`src/rtl/stroke_link_tx.sv`:
```
// Buffered serial transmitter for cursor/stroke words. Words are queued in a
// FIFO, consecutive duplicates are dropped, and each word is framed as
// preamble ones, a zero sync bit, MSB-first payload, optional even parity and
// trailing guard zeros. The line idles at 0.
module stroke_link_tx #(
  parameter int unsigned DATA_WIDTH    = 26,
  parameter int unsigned FIFO_DEPTH    = 8,
  parameter int unsigned BIT_CYCLES    = 100,
  parameter int unsigned PREAMBLE_BITS = 4,
  parameter int unsigned GUARD_BITS    = 2,
  parameter bit          PARITY_EN     = 1'b1,
  parameter bit          DEDUP_EN      = 1'b1
) (
  input  logic                          clk_in,
  input  logic                          rst_in,
  input  logic                          valid_in,
  input  logic [DATA_WIDTH-1:0]         data_in,
  output logic                          ready_out,
  output logic                          data_out,
  output logic                          busy_out,
  output logic [$clog2(FIFO_DEPTH):0]   fifo_count_out,
  output logic                          drop_out
);

  localparam int unsigned PtrW = $clog2(FIFO_DEPTH);
  localparam int unsigned CntW = PtrW + 1;
  localparam int unsigned CycW = $clog2(BIT_CYCLES);
  localparam int unsigned IdxW = $clog2(DATA_WIDTH + PREAMBLE_BITS + GUARD_BITS + 1);

  typedef enum logic [2:0] {
    StIdle,
    StPreamble,
    StSync,
    StData,
    StParity,
    StGuard
  } state_e;

  state_e                state_q, state_d;
  logic [CycW-1:0]       cyc_q, cyc_d;
  logic [IdxW-1:0]       idx_q, idx_d;
  logic [DATA_WIDTH-1:0] shreg_q, shreg_d;
  logic                  par_q, par_d;

  logic [DATA_WIDTH-1:0] mem_q [FIFO_DEPTH];
  logic [PtrW-1:0]       wr_ptr_q, rd_ptr_q;
  logic [CntW-1:0]       count_q, count_d;
  logic [DATA_WIDTH-1:0] last_q;
  logic                  last_vld_q;
  logic                  drop_q;

  logic dedup_hit;
  logic push;
  logic pop;
  logic fifo_empty;
  logic bit_end;

  // Ready comes from the registered count so a same-cycle pop never frees a slot.
  assign ready_out  = (count_q < CntW'(FIFO_DEPTH));
  assign fifo_empty = (count_q == '0);
  assign dedup_hit  = DEDUP_EN && last_vld_q && (data_in == last_q);
  assign push       = valid_in && ready_out && !dedup_hit;
  assign bit_end    = (cyc_q == CycW'(BIT_CYCLES - 1));

  assign busy_out       = (state_q != StIdle);
  assign fifo_count_out = count_q;
  assign drop_out       = drop_q;

  // Line level is a pure function of the current state and shift register.
  always_comb begin
    data_out = 1'b0;
    case (state_q)
      StPreamble: data_out = 1'b1;
      StData:     data_out = shreg_q[DATA_WIDTH-1];
      StParity:   data_out = par_q;
      default:    data_out = 1'b0;
    endcase
  end

  // Framing FSM: bit timing, per-state bit index and the FIFO pop/load.
  always_comb begin
    state_d = state_q;
    cyc_d   = '0;
    idx_d   = idx_q;
    shreg_d = shreg_q;
    par_d   = par_q;
    pop     = 1'b0;

    if (state_q != StIdle) begin
      cyc_d = bit_end ? '0 : cyc_q + 1'b1;
    end

    case (state_q)
      StIdle: begin
        pop = !fifo_empty;
      end
      StPreamble: begin
        if (bit_end) begin
          if (idx_q == IdxW'(PREAMBLE_BITS - 1)) begin
            state_d = StSync;
            idx_d   = '0;
          end else begin
            idx_d = idx_q + 1'b1;
          end
        end
      end
      StSync: begin
        if (bit_end) begin
          state_d = StData;
          idx_d   = '0;
        end
      end
      StData: begin
        if (bit_end) begin
          shreg_d = shreg_q << 1;
          if (idx_q == IdxW'(DATA_WIDTH - 1)) begin
            state_d = PARITY_EN ? StParity : StGuard;
            idx_d   = '0;
          end else begin
            idx_d = idx_q + 1'b1;
          end
        end
      end
      StParity: begin
        if (bit_end) begin
          state_d = StGuard;
          idx_d   = '0;
        end
      end
      StGuard: begin
        if (bit_end) begin
          if (idx_q == IdxW'(GUARD_BITS - 1)) begin
            state_d = StIdle;
            idx_d   = '0;
            // Chain straight into the next preamble without an idle cycle.
            pop     = !fifo_empty;
          end else begin
            idx_d = idx_q + 1'b1;
          end
        end
      end
      default: state_d = StIdle;
    endcase

    if (pop) begin
      state_d = StPreamble;
      idx_d   = '0;
      cyc_d   = '0;
      shreg_d = mem_q[rd_ptr_q];
      par_d   = ^mem_q[rd_ptr_q];
    end
  end

  // FIFO occupancy: simultaneous push and pop leave the count unchanged.
  always_comb begin
    count_d = count_q;
    case ({push, pop})
      2'b10:   count_d = count_q + 1'b1;
      2'b01:   count_d = count_q - 1'b1;
      default: count_d = count_q;
    endcase
  end

  // FIFO storage; contents need no reset since the pointers and count guard them.
  always_ff @(posedge clk_in) begin
    if (push) begin
      mem_q[wr_ptr_q] <= data_in;
    end
  end

  // State, pointers, dedup memory and drop pulse.
  always_ff @(posedge clk_in) begin
    if (rst_in) begin
      state_q    <= StIdle;
      cyc_q      <= '0;
      idx_q      <= '0;
      shreg_q    <= '0;
      par_q      <= 1'b0;
      wr_ptr_q   <= '0;
      rd_ptr_q   <= '0;
      count_q    <= '0;
      last_q     <= '0;
      last_vld_q <= 1'b0;
      drop_q     <= 1'b0;
    end else begin
      state_q  <= state_d;
      cyc_q    <= cyc_d;
      idx_q    <= idx_d;
      shreg_q  <= shreg_d;
      par_q    <= par_d;
      count_q  <= count_d;
      drop_q   <= valid_in && !ready_out;
      if (push) begin
        wr_ptr_q   <= wr_ptr_q + 1'b1;
        last_q     <= data_in;
        last_vld_q <= 1'b1;
      end
      if (pop) begin
        rd_ptr_q <= rd_ptr_q + 1'b1;
      end
    end
  end

endmodule

```
`config.mk`:
```
export PLATFORM = sky130hd
export DESIGN_NAME = stroke_link_tx
export DESIGN_NICKNAME = d
export VERILOG_FILES = /design/src/rtl/stroke_link_tx.sv
export SDC_FILE = /design/constraint.sdc
export NUM_CORES = 1
export LEC_CHECK = 0
export CORE_AREA = 2 2 228 140
export DETAILED_ROUTE_END_ITERATION = 10
export DIE_AREA = 0 0 230 142
export HOLD_SLACK_MARGIN = 0.1
export SLEW_MARGIN = 20
export SYNTH_ARGS = -nofsm -noshare
export SYNTH_HDL_FRONTEND = slang
export SYNTH_SLANG_ARGS = --single-unit
export TNS_END_PERCENT = 100
```
`constraint.sdc`:
```
create_clock -name clk_in -period 13.8 [get_ports clk_in]
set_clock_uncertainty 0.15 [all_clocks]
set_input_delay 4.14 -clock clk_in [delete_from_list [all_inputs] [get_ports clk_in]]
set_output_delay 4.14 -clock clk_in [all_outputs]
set_load 0.005 [all_outputs]
```
==> results of run 1 <==
routing by layer:
layer | track usage, % | vias to the layer above | part of all wire (%) | routed length, µm
met1 | 24.47 | 3309 | 52 | 13140
li1 | - | 3097 | - | -
met2 | 21.67 | 135 | 41 | 10260
met4 | 3.158 | 0 | 1.6 | 402
met3 | 3.265 | 28 | 5.0 | 1256
met5 | 0 | - | 0 | 0
area by class of cell:
| type | instances | area (µm²) |
|---|---|---|
| Fill cell | 2774 | 16870 |
| Sequential cell | 292 | 7933 |
| Multi-Input combinational cell | 446 | 3894 |
| Clock buffer | 38 | 778.2 |
| Tap cell | 416 | 520.5 |
| Timing Repair Buffer | 54 | 490.5 |
| Clock inverter | 12 | 145.1 |
| Inverter | 7 | 26.28 |
registers in the layout, indices dropped and copies added, names as in the netlist, named ones only:
name	cells
par_q	1
wr_ptr_q	3
fifo_count_out	4
mem_q	208
drop_out	1
cyc_q	7
rd_ptr_q	3
last_vld_q	1
state_q	3
last_q	26
shreg_q	26
idx_q	6
cells in the mapped netlist (all sizes together):
| library cell | n |
|---|---|
| and2 | 5 |
| or2 | 1 |
| a22oi | 21 |
| dfxtp | 84 |
| xnor3 | 2 |
| a31oi | 2 |
| mux4 | 32 |
| a21o | 1 |
| and4 | 1 |
| and3 | 5 |
| o2111ai | 1 |
| nor3 | 5 |
| clkbuf | 23 |
| buf | 27 |
| ha | 8 |
| nand2 | 14 |
| nor2 | 60 |
| nand3 | 5 |
| a41oi | 3 |
| a221oi | 1 |
| nand2b | 2 |
| nor3b | 5 |
| o21ai | 26 |
| o211a | 1 |
| nand4 | 7 |
| nor4b | 1 |
| a21oi | 6 |
| a211oi | 52 |
| mux2i | 75 |
| edfxtp | 208 |
| a21boi | 1 |
| inv | 7 |
| o221ai | 1 |
| nor2b | 31 |
| xnor2 | 56 |
| nor4 | 1 |
| or3 | 4 |
| or3b | 1 |
| xor2 | 9 |
report_power, final:
part           total [mW]  internal, mW  switching (mW)
combinational       0.902         0.449           0.452
sequential           1.14          1.06          0.0816
clock               0.772         0.451           0.321
path summary, 6_finish.rpt:
| check | from | cells after the start | end |
|---|---|---|---|
| max | valid_in | 7 | mem_q[1][14] |
| min | cyc_q[0] | 1 | cyc_q[0] |
| max reg2reg | flip-flop | 8 | par_q |
| min reg2reg | cyc_q[0] | 1 | cyc_q[0] |
worst register-to-register path, delay by kind of cell, from the launching register on:
kind	cells	cell delay [ps]
AO/OA/AOI/OAI	2	950
XOR/XNOR	4	1330
buffers and inverters	1	480
flip-flops	1	780
multiplexers	1	570
cells by family after synthesis:
logic type               Yosys count  synth area share, %
AO/OA/AOI/OAI                    116                6.835
XOR/XNOR                          67                5.132
adder cells (fa/ha/maj)            8               0.8261
buffers and inverters             57                2.974
flip-flops                       292                65.42
multiplexers                     107                12.61
AND/OR/NAND/NOR                  148                6.205
metrics by stage:
step,instances,util (%),power (mW),instance area [µm²]
after floorplan,795,-,1.852,12120
after global placement,1215,41.96,2.056,12860
after detailed placement,1215,41.96,2.057,12860
after CTS,1265,44.98,2.842,13790
after global routing,1265,44.98,2.969,13790
final,1265,44.98,2.812,13790
cells in the final DEF (no fill, tap or decap), drive strengths merged, types with 4 or more instances in the layout:
master         instances
or3                    4
o21ai                 26
edfxtp               208
a21oi                  6
nor3                   5
dfxtp                 84
a22oi                 21
clkinv                 6
mux4                  32
xor2                   9
mux2i                 75
xnor2                 56
and2                   5
nand2                 14
nor2                  60
a211oi                52
nor2b                 31
inv                    9
clkdlybuf4s50         35
nand4                  7
nor3b                  5
and3                   5
ha                     8
nand3                  5
clkbuf                38
buf                   19
==> results.md, run 1 <==
- Outcome: completed
- Post-CTS sizing: 0
- Overall via count from detail_route: approximately 6600
- Initial antenna violation count: 0
- Max Buffers Root-to-Sink: 3
- Synth-to-layout area growth: 13.77%
- Chip width: 230 µm
- Total global-route track usage: 15.46%
- H-tree depth: 1
- Pwr dens: slightly above 200 mW/mm²
- FMAX: 133.6 MHz
- Routability Congestion: between 0.7 and 0.8
- Slowest-stage cell, CP: nor2b_1
- CP Data Required Time: 13870 ps
- Vias/cell: a little over 5
- Post-Synthesis Cell Area: 0.01212 mm²
- Worst slack, placed: 5762 ps
- Final ANT Viol Nets: 0
- Synth area leader: edfxtp_1
- Ys Warns: 0
- # IOs: 37
- Iteration-0 DRC Markers: 429
- Sequential share of the synthesized area: 65.42%
- CTS sink count: 292
- Die area: 0.03266 mm²
- Crit-path most repeated cell: buf_4
- Syn Area/Cell: 15.24 µm²
- HPWL after detailed placement: roughly 16000 µm
- Vias in the first global route: 6291
- Slew HR: between 20% and 30%
- Min Hold Slack: 315.9 ps
- Initial Util: 39.53%
- Delay-heaviest family, CP: simple AND/OR/NAND/NOR gates
- Share of layout cells above drive strength 1: 12.84%
- Setup ws final: 6315 ps
- Unrepaired setup endpoints after global routing: false
- DR pass1 iterations: 4
- Routed Wire Length: 25050 µm
- Cell chain of the critical path: clkdlybuf4s50_1, nor2b_1, a21boi_4, buf_4, nand2b_1, nor3b_2, buf_4
- # nets final: around 870
- Arr. time, crit path: 7550 ps
- CTS tree: yes
- Clock transition at path regs: approximately 60 ps
- Grt total ovfl: 0
- Worst Setup Path Type: in2reg
- WL/cell: just under 20 µm
- Leakage power: roughly 4.6 nW
- Post-Syn Instances: 795
- Post-CTS Setup Inserts: 0
- Worst hold path type: reg2reg
- CTS buffer count: 27
- Max Slew Vio Count: 0
- R2R Setup Slk: between 9000 and 10000 ps
- VDD IR max: 0.1359 mV
- Synthesized net count: 832
- Clock Tree Root: clkbuf_16
- Std cell rows: 50
- CP bufs+invs: 3
- Post-CTS Hold Buffers: 0
- Final setup viols: 0
- Antenna cell count: 0
- Tmin final: approximately 7500 ps
- Post-Route Setup TNS: 0 ps
- Flops & latches, synth: roughly 290
- Worst skew pair latency: approximately 550 ps
- Final period utilization: 54.24%
- Core ar.: 0.03065 mm²
- DRC: 0
- CP peak stage delay: 800 ps
- Critical path endpoint category: flip-flop
- Crit path launch type: input pin
- PortBufs: 36
- Die Ht: around 140 µm
- Area share of the largest cell type after synthesis: 51.54%
- Fin. Hold Viols: 0
- Crit path max fanout: 27
- Largest net degree at the start of global routing: 71
- Distinct cells, synth: 52
- First-pass GRT wire length: 38400 µm
- Top cells by area, synth: edfxtp_1, dfxtp_1, mux2i_1
- Max-Cap Viols: 0
- Least-Margin Pin Slew: 1102 ps
Note: power is estimated with default switching activity, not from simulation.
==> run 2: changes to the inputs <==
==> constraint.sdc (replaced) <==
create_clock -name clk_in -period 6.6 [get_ports clk_in]
set_clock_uncertainty 0.15 [all_clocks]
set_input_delay 1.98 -clock clk_in [delete_from_list [all_inputs] [get_ports clk_in]]
set_output_delay 1.98 -clock clk_in [all_outputs]
set_load 0.005 [all_outputs]
==> run 2 against run 1 <==
- total power rose by 110%
- combinational power rose by 110%
- first-iteration DRC count rose by 31%
- sequential share of layout area decreased by 0.66 points
- global-route usage grew 0.50 points
- setup slack worse by 4600 ps
- utilization increased by 0.52 points
- routed wire length is 2.4% higher
- clock-buffer cell count rose by 4
- critical endpoint is now fifo_count_out[2]
- largest cell class unchanged
- largest power group unchanged
==> results.md, run 2 (same netlist as run 1, synthesis figures left out) <==
- Outcome: completed (unchanged)
- Core ar.: 0.03065 mm² (unchanged)
- Post-Route Setup TNS: 0 ps (unchanged)
- Post-CTS sizing: 0 (unchanged)
- R2R Setup Slk: 2760 ps (was 9460 ps)
- PortBufs: 36 (unchanged)
- WL/cell: 20.09 µm (was 19.81 µm)
- Pwr dens: 432.9 mW/mm² (was 204.0 mW/mm²)
- Max reg flops: 208 (unchanged)
- Iteration-0 DRC Markers: 563 (was 429)
- CTS tree: yes (unchanged)
- Hold_sp: cyc_q[0] (unchanged)
- Tmin final: between 4000 and 5000 ps
- Most frequent cells in the layout: edfxtp_1, dfxtp_1, mux2i_1 (unchanged)
- Final ANT Viol Nets: 0 (unchanged)
- Worst skew pair latency: 580 ps (was 550 ps)
- Antenna cell count: 0 (unchanged)
- Slew HR: 37.81% (was 26.14%)
- FMAX: 206.3 MHz
- Fill cells: 2694 (was 2774)
- Max Slew Vio Count: 0 (unchanged)
- CTS sink count: 292 (unchanged)
- Vias in the first global route: 6352 (was 6291)
- Die Ht: 142 µm (unchanged)
- Most flops, register: mem_q (unchanged)
- First-pass GRT wire length: 39610 µm (was 38400 µm)
- Die area: 0.03266 mm² (unchanged)
- CTS buffer count: 29 (was 27)
- Final setup viols: 0 (unchanged)
- Setup ws final: 1754 ps (was 6315 ps)
- Total global-route track usage: 15.96% (was 15.46%)
- Worst slack, placed: 1178 ps (was 5762 ps)
- # nets final: 875 (was 865)
- Max Buffers Root-to-Sink: 3 (unchanged)
- Max-Cap Viols: 0 (unchanged)
- Hold path cells: 1 (unchanged)
- Routability Congestion: 0.7599 (was 0.7928)
- VDD IR max: 0.3881 mV (was 0.1359 mV)
- Placed inst area: 0.01294 mm² (was 0.01286 mm²)
- Initial antenna violation count: 0 (unchanged)
- Share of layout cells above drive strength 1: 13.59% (was 12.84%)
- # IOs: 37 (unchanged)
- DR pass1 iterations: 5 (was 4)
- Post-CTS Setup Inserts: 0 (unchanged)
- Final period utilization: 73.43%
- Synth-to-layout area growth: 15.09% (was 13.77%)
- Largest net degree at the start of global routing: 71 (unchanged)
- Reg2Reg Depth: 8 (unchanged)
- Vias/cell: 5.173 (was 5.193)
- Least-Margin Pin Slew: 932.8 ps (was 1102 ps)
- Post-Place Cells: 1223 (was 1215)
- Std cell rows: 50 (unchanged)
- HPWL after detailed placement: 15870 µm (was 15700 µm)
- Grt total ovfl: 0 (unchanged)
- Chip width: 230 µm (unchanged)
- DRC: 0 (unchanged)
- Crit path launch type: input pin (unchanged)
- Clock Tree Root: clkbuf_16 (unchanged)
- Overall via count from detail_route: 6606 (was 6569)
- CP Data Required Time: 6940 ps (was 13870 ps)
- Worst Setup Path Type: in2reg (unchanged)
- Leakage power: 4.649 nW (was 4.565 nW)
- Critical path endpoint category: flip-flop (unchanged)
- Final std cells w/o fill: 1277 (was 1265)
- Commonest non-fill, non-tap cell in the layout: edfxtp_1 (unchanged)
- Post-CTS Hold Buffers: 0 (unchanged)
- Initial Util: 39.53% (unchanged)
- Crit path max fanout: 10 (was 27)
- Design area: 0.01395 mm² (was 0.01379 mm²)
- Clock transition at path regs: 60 ps (about the same)
- H-tree depth: 1 (unchanged)
- Arr. time, crit path: 5190 ps (was 7550 ps)
- R2r endpoint: par_q (unchanged)
- Worst hold path type: reg2reg (unchanged)
- Routed Wire Length: 25660 µm (was 25050 µm)
- Fin. Hold Viols: 0 (unchanged)
- Worst hold path endpoint: cyc_q[0] (unchanged)
- Unrepaired setup endpoints after global routing: false (unchanged)
- Largest regs: mem_q x208, last_q x26, shreg_q x26 (unchanged)
## run 2: where the power goes
group	leakage (nW)	internal (mW)	switching [mW]
sequential	2.58	2.21	0.185
combinational	1.57	0.949	0.945
clock	0.500	1.03	0.720
total	4.65	4.19	1.85
## run 2: how the worst max path moves through the flow
stage	startpoint	endpoint	slack, ps	cells past startpoint
after floorplan	valid_in	mem_q[1][0]	920	6
after global placement	data_in[19]	fifo_count_out[2]	1180	13
after detailed placement	data_in[19]	fifo_count_out[2]	1180	13
after CTS	data_in[19]	fifo_count_out[2]	1760	13
after global routing	data_in[5]	fifo_count_out[2]	1480	13
final	data_in[5]	fifo_count_out[2]	1750	13
## run 2: worst max-delay path, stage by stage
cell,delay (ps)
clkdlybuf4s50_1,680
xnor2_1,190
nand4_1,190
nor4_1,500
a21boi_4,180
inv_1,180
ha_1,310
xor2_1,180
ha_1,160
a21oi_1,40
xor2_1,150
or3_1,310
a21oi_1,140
## run 2: layout make-up
class	instances	area (µm²)	share of cell area, %
clock buffer	42	819.5	5.877
clock inverter	12	190.2	1.364
inverter	7	26.28	0.1884
multi-input combinational	446	3894	27.92
sequential	292	7933	56.88
tap	416	520.5	3.732
timing repair buffer	62	563.0	4.037
## run 2: layer usage
| metal | share of wire (%) | vias to the layer above | global-route usage [%] |
|---|---|---|---|
| met5 | 0 | - | 0 |
| met4 | 1.6 | 0 | 3.056 |
| met3 | 5.9 | 34 | 3.425 |
| met2 | 39 | 140 | 21.46 |
| met1 | 53 | 3312 | 26.02 |
| li1 | - | 3120 | - |
## run 2: per-stage QoR
step                hold WS, ps  power (mW)  utilization (%)
floorplan                 267.9       3.872                -
global placement          284.7       4.320            42.20
detailed placement        291.0       4.329            42.20
CTS                       304.5       6.103            45.49
global route              342.5       6.377            45.49
finish                    298.5       6.037            45.49
==> run 3: changes to the inputs <==
==> constraint.sdc (replaced) <==
create_clock -name clk_in -period 4.25 [get_ports clk_in]
set_clock_uncertainty 0.15 [all_clocks]
set_input_delay 1.275 -clock clk_in [delete_from_list [all_inputs] [get_ports clk_in]]
set_output_delay 1.275 -clock clk_in [all_outputs]
set_load 0.005 [all_outputs]
==> run 3 against run 2 <==
- non-clock buffer count up 37
- global-route usage up 0.81 points
- register-to-register slack worse by 2200 ps
- critical path type unchanged
==> results.md, run 3 (same netlist as run 1, synthesis figures left out) <==
- Worst hold path endpoint: cyc_q[0] (unchanged)
- Crit path launch type: input pin (unchanged)
- DRC: 0 (unchanged)
- Delay-heaviest family, CP: simple AND/OR/NAND/NOR gates (unchanged)
- # IOs: 37 (unchanged)
- Vias in the first global route: 6467 (was 6352)
- Least-Margin Pin Slew: 989.4 ps (was 932.8 ps)
- CP peak stage delay: 460 ps (was 680 ps)
- Worst skew pair latency: 550 ps (was 580 ps)
- Leakage power: 4.778 nW (was 4.649 nW)
- Post-CTS Setup Inserts: 0 (unchanged)
- Slew HR: 33.34% (was 37.81%)
- Worst hold path type: reg2reg (unchanged)
- Largest net degree at the start of global routing: 70 (was 71)
- H-tree depth: 1 (unchanged)
- Share of layout cells above drive strength 1: 16.78% (was 13.59%)
- Max-Cap Viols: 0 (unchanged)
- Largest regs: mem_q x208, last_q x26, shreg_q x26 (unchanged)
- Tmin final: 3991 ps
- Commonest non-fill, non-tap cell in the layout: edfxtp_1 (unchanged)
- Most frequent cells in the layout: edfxtp_1, dfxtp_1, mux2i_1 (unchanged)
- Cell chain of the critical path: clkdlybuf4s50_1, xnor2_1, nand4_1, nor4_1, buf_4, a21boi_4, inv_1, ha_1, xor2_1, ha_1, a21oi_1, xor2_1, or3_1, a21oi_1 (was clkdlybuf4s50_1, xnor2_1, nand4_1, nor4_1, a21boi_4, inv_1, ha_1, xor2_1, ha_1, a21oi_1, xor2_1, or3_1, a21oi_1)
- Post-CTS Hold Buffers: 0 (unchanged)
- Post-Place Cells: 1260 (was 1223)
- Die Ht: 142 µm (unchanged)
- Area of the multi-input gates: 0.003915 mm² (was 0.003894 mm²)
- Chip width: 230 µm (unchanged)
- DR pass1 iterations: 5 (unchanged)
- Final std cells w/o fill: 1310 (was 1277)
- Reg2Reg Depth: 7 (was 8)
- Max Slew Vio Count: 0 (unchanged)
- First-pass GRT wire length: 41100 µm (was 39610 µm)
- Critical path endpoint category: flip-flop (unchanged)
- Most flops, register: mem_q (unchanged)
- Std cell rows: 50 (unchanged)
- CP bufs+invs: 3 (was 2)
- Arr. time, crit path: 4300 ps (was 5190 ps)
- R2R Setup Slk: 580 ps (was 2760 ps)
- Crit path max fanout: 2 (was 10)
- Die area: 0.03266 mm² (unchanged)
- Routed Wire Length: 26860 µm (was 25660 µm)
- Min Hold Slack: 304.6 ps (was 298.5 ps)
- FMAX: 250.5 MHz
- Final ANT Viol Nets: 0 (unchanged)
- Pwr dens: 645.7 mW/mm² (was 432.9 mW/mm²)
- Max reg flops: 208 (unchanged)
- Setup ws final: 258.7 ps (was 1754 ps)
- Iteration-0 DRC Markers: 604 (was 563)
- Initial antenna violation count: 0 (unchanged)
- CTS sink count: 292 (unchanged)
- Hold_sp: cyc_q[0] (unchanged)
- Total global-route track usage: 16.77% (was 15.96%)
- Fill cells: 2711 (was 2694)
- Vias/cell: 5.127 (was 5.173)
- Worst slack, placed: -271.9 ps (was 1178 ps)
- Clock Tree Root: clkbuf_16 (unchanged)
- Fin. Hold Viols: 0 (unchanged)
- Synth-to-layout area growth: 17.55% (was 15.09%)
- WL/cell: 20.50 µm (was 20.09 µm)
- CTS buffer count: 27 (was 29)
- Hold path cells: 1 (unchanged)
- PortBufs: 36 (unchanged)
- Final setup viols: 0 (unchanged)
- Post-Route Setup TNS: 0 ps (unchanged)
- Routability Congestion: 0.7591 (was 0.7599)
- Overall power: 9.197 mW (was 6.037 mW)
- Final period utilization: 93.91%
- # nets final: 910 (was 875)
- R2r endpoint: par_q (unchanged)
- Grt total ovfl: 0 (unchanged)
- CTS tree: yes (unchanged)
- Worst Setup Path Type: in2reg (unchanged)
- Post-CTS sizing: 0 (unchanged)
- Initial Util: 39.53% (unchanged)
- Outcome: completed (unchanged)
- Register area: 0.007933 mm² (unchanged)
- Overall via count from detail_route: 6716 (was 6606)
- Clock transition at path regs: 60 ps (about the same)
- CP Data Required Time: 4560 ps (was 6940 ps)
- Slowest-stage cell, CP: clkdlybuf4s50_1 (unchanged)
- Max Buffers Root-to-Sink: 3 (unchanged)
- Core ar.: 0.03065 mm² (unchanged)
- Antenna cell count: 0 (unchanged)
- VDD IR max: 0.5587 mV (was 0.3881 mV)
- Unrepaired setup endpoints after global routing: false (unchanged)
- HPWL after detailed placement: 17470 µm (was 15870 µm)
-- run 3: routing by layer --
layer	share of wire, %	global-route usage (%)	routed length (µm)
met5	0	0	0
met2	42	24.16	11210
met1	52	26.31	13920
met4	1.3	2.750	341
met3	5.2	3.466	1395
-- run 3: per-stage QoR --
step	util, %	area [µm²]
after floorplan	-	12140
after global placement	43.67	13390
after detailed placement	43.67	13390
after CTS	46.47	14240
after global routing	46.47	14240
final	46.47	14240
-- run 3: cell type report --
cell class / count / area share, %
Tap cell: 416 / 3.654
Clock inverter: 15 / 0.9398
Multi-Input combinational cell: 446 / 27.48
Clock buffer: 35 / 5.094
Sequential cell: 292 / 55.69
Timing Repair Buffer: 99 / 6.957
Inverter: 7 / 0.1845
-- run 3: where the power goes --
group	leakage, nW	internal [mW]	switching [mW]
Clock	0.414	1.33	1.05
Combinational	1.78	1.58	1.56
Sequential	2.58	3.43	0.240
Total	4.78	6.34	2.85
-- run 3: how the worst max path moves through the flow --
| stage | start | endpoint | slack [ps] | cells after the start |
|---|---|---|---|---|
| global placement | data_in[19] | fifo_count_out[2] | -230 | 14 |
| detailed placement | data_in[19] | fifo_count_out[2] | -270 | 14 |
| global route | data_in[19] | fifo_count_out[2] | 70 | 14 |
| floorplan | valid_in | mem_q[4][0] | -720 | 6 |
| finish | data_in[19] | fifo_count_out[2] | 260 | 14 |
| CTS | data_in[19] | fifo_count_out[2] | 280 | 14 |
-- run 3: worst register-to-register path: cells and delay by family, from the launching register on --
kind	cells	cell delay, ps
AO/OA/AOI/OAI	2	720
XOR/XNOR	4	1200
flip-flops	1	810
multiplexers	1	720
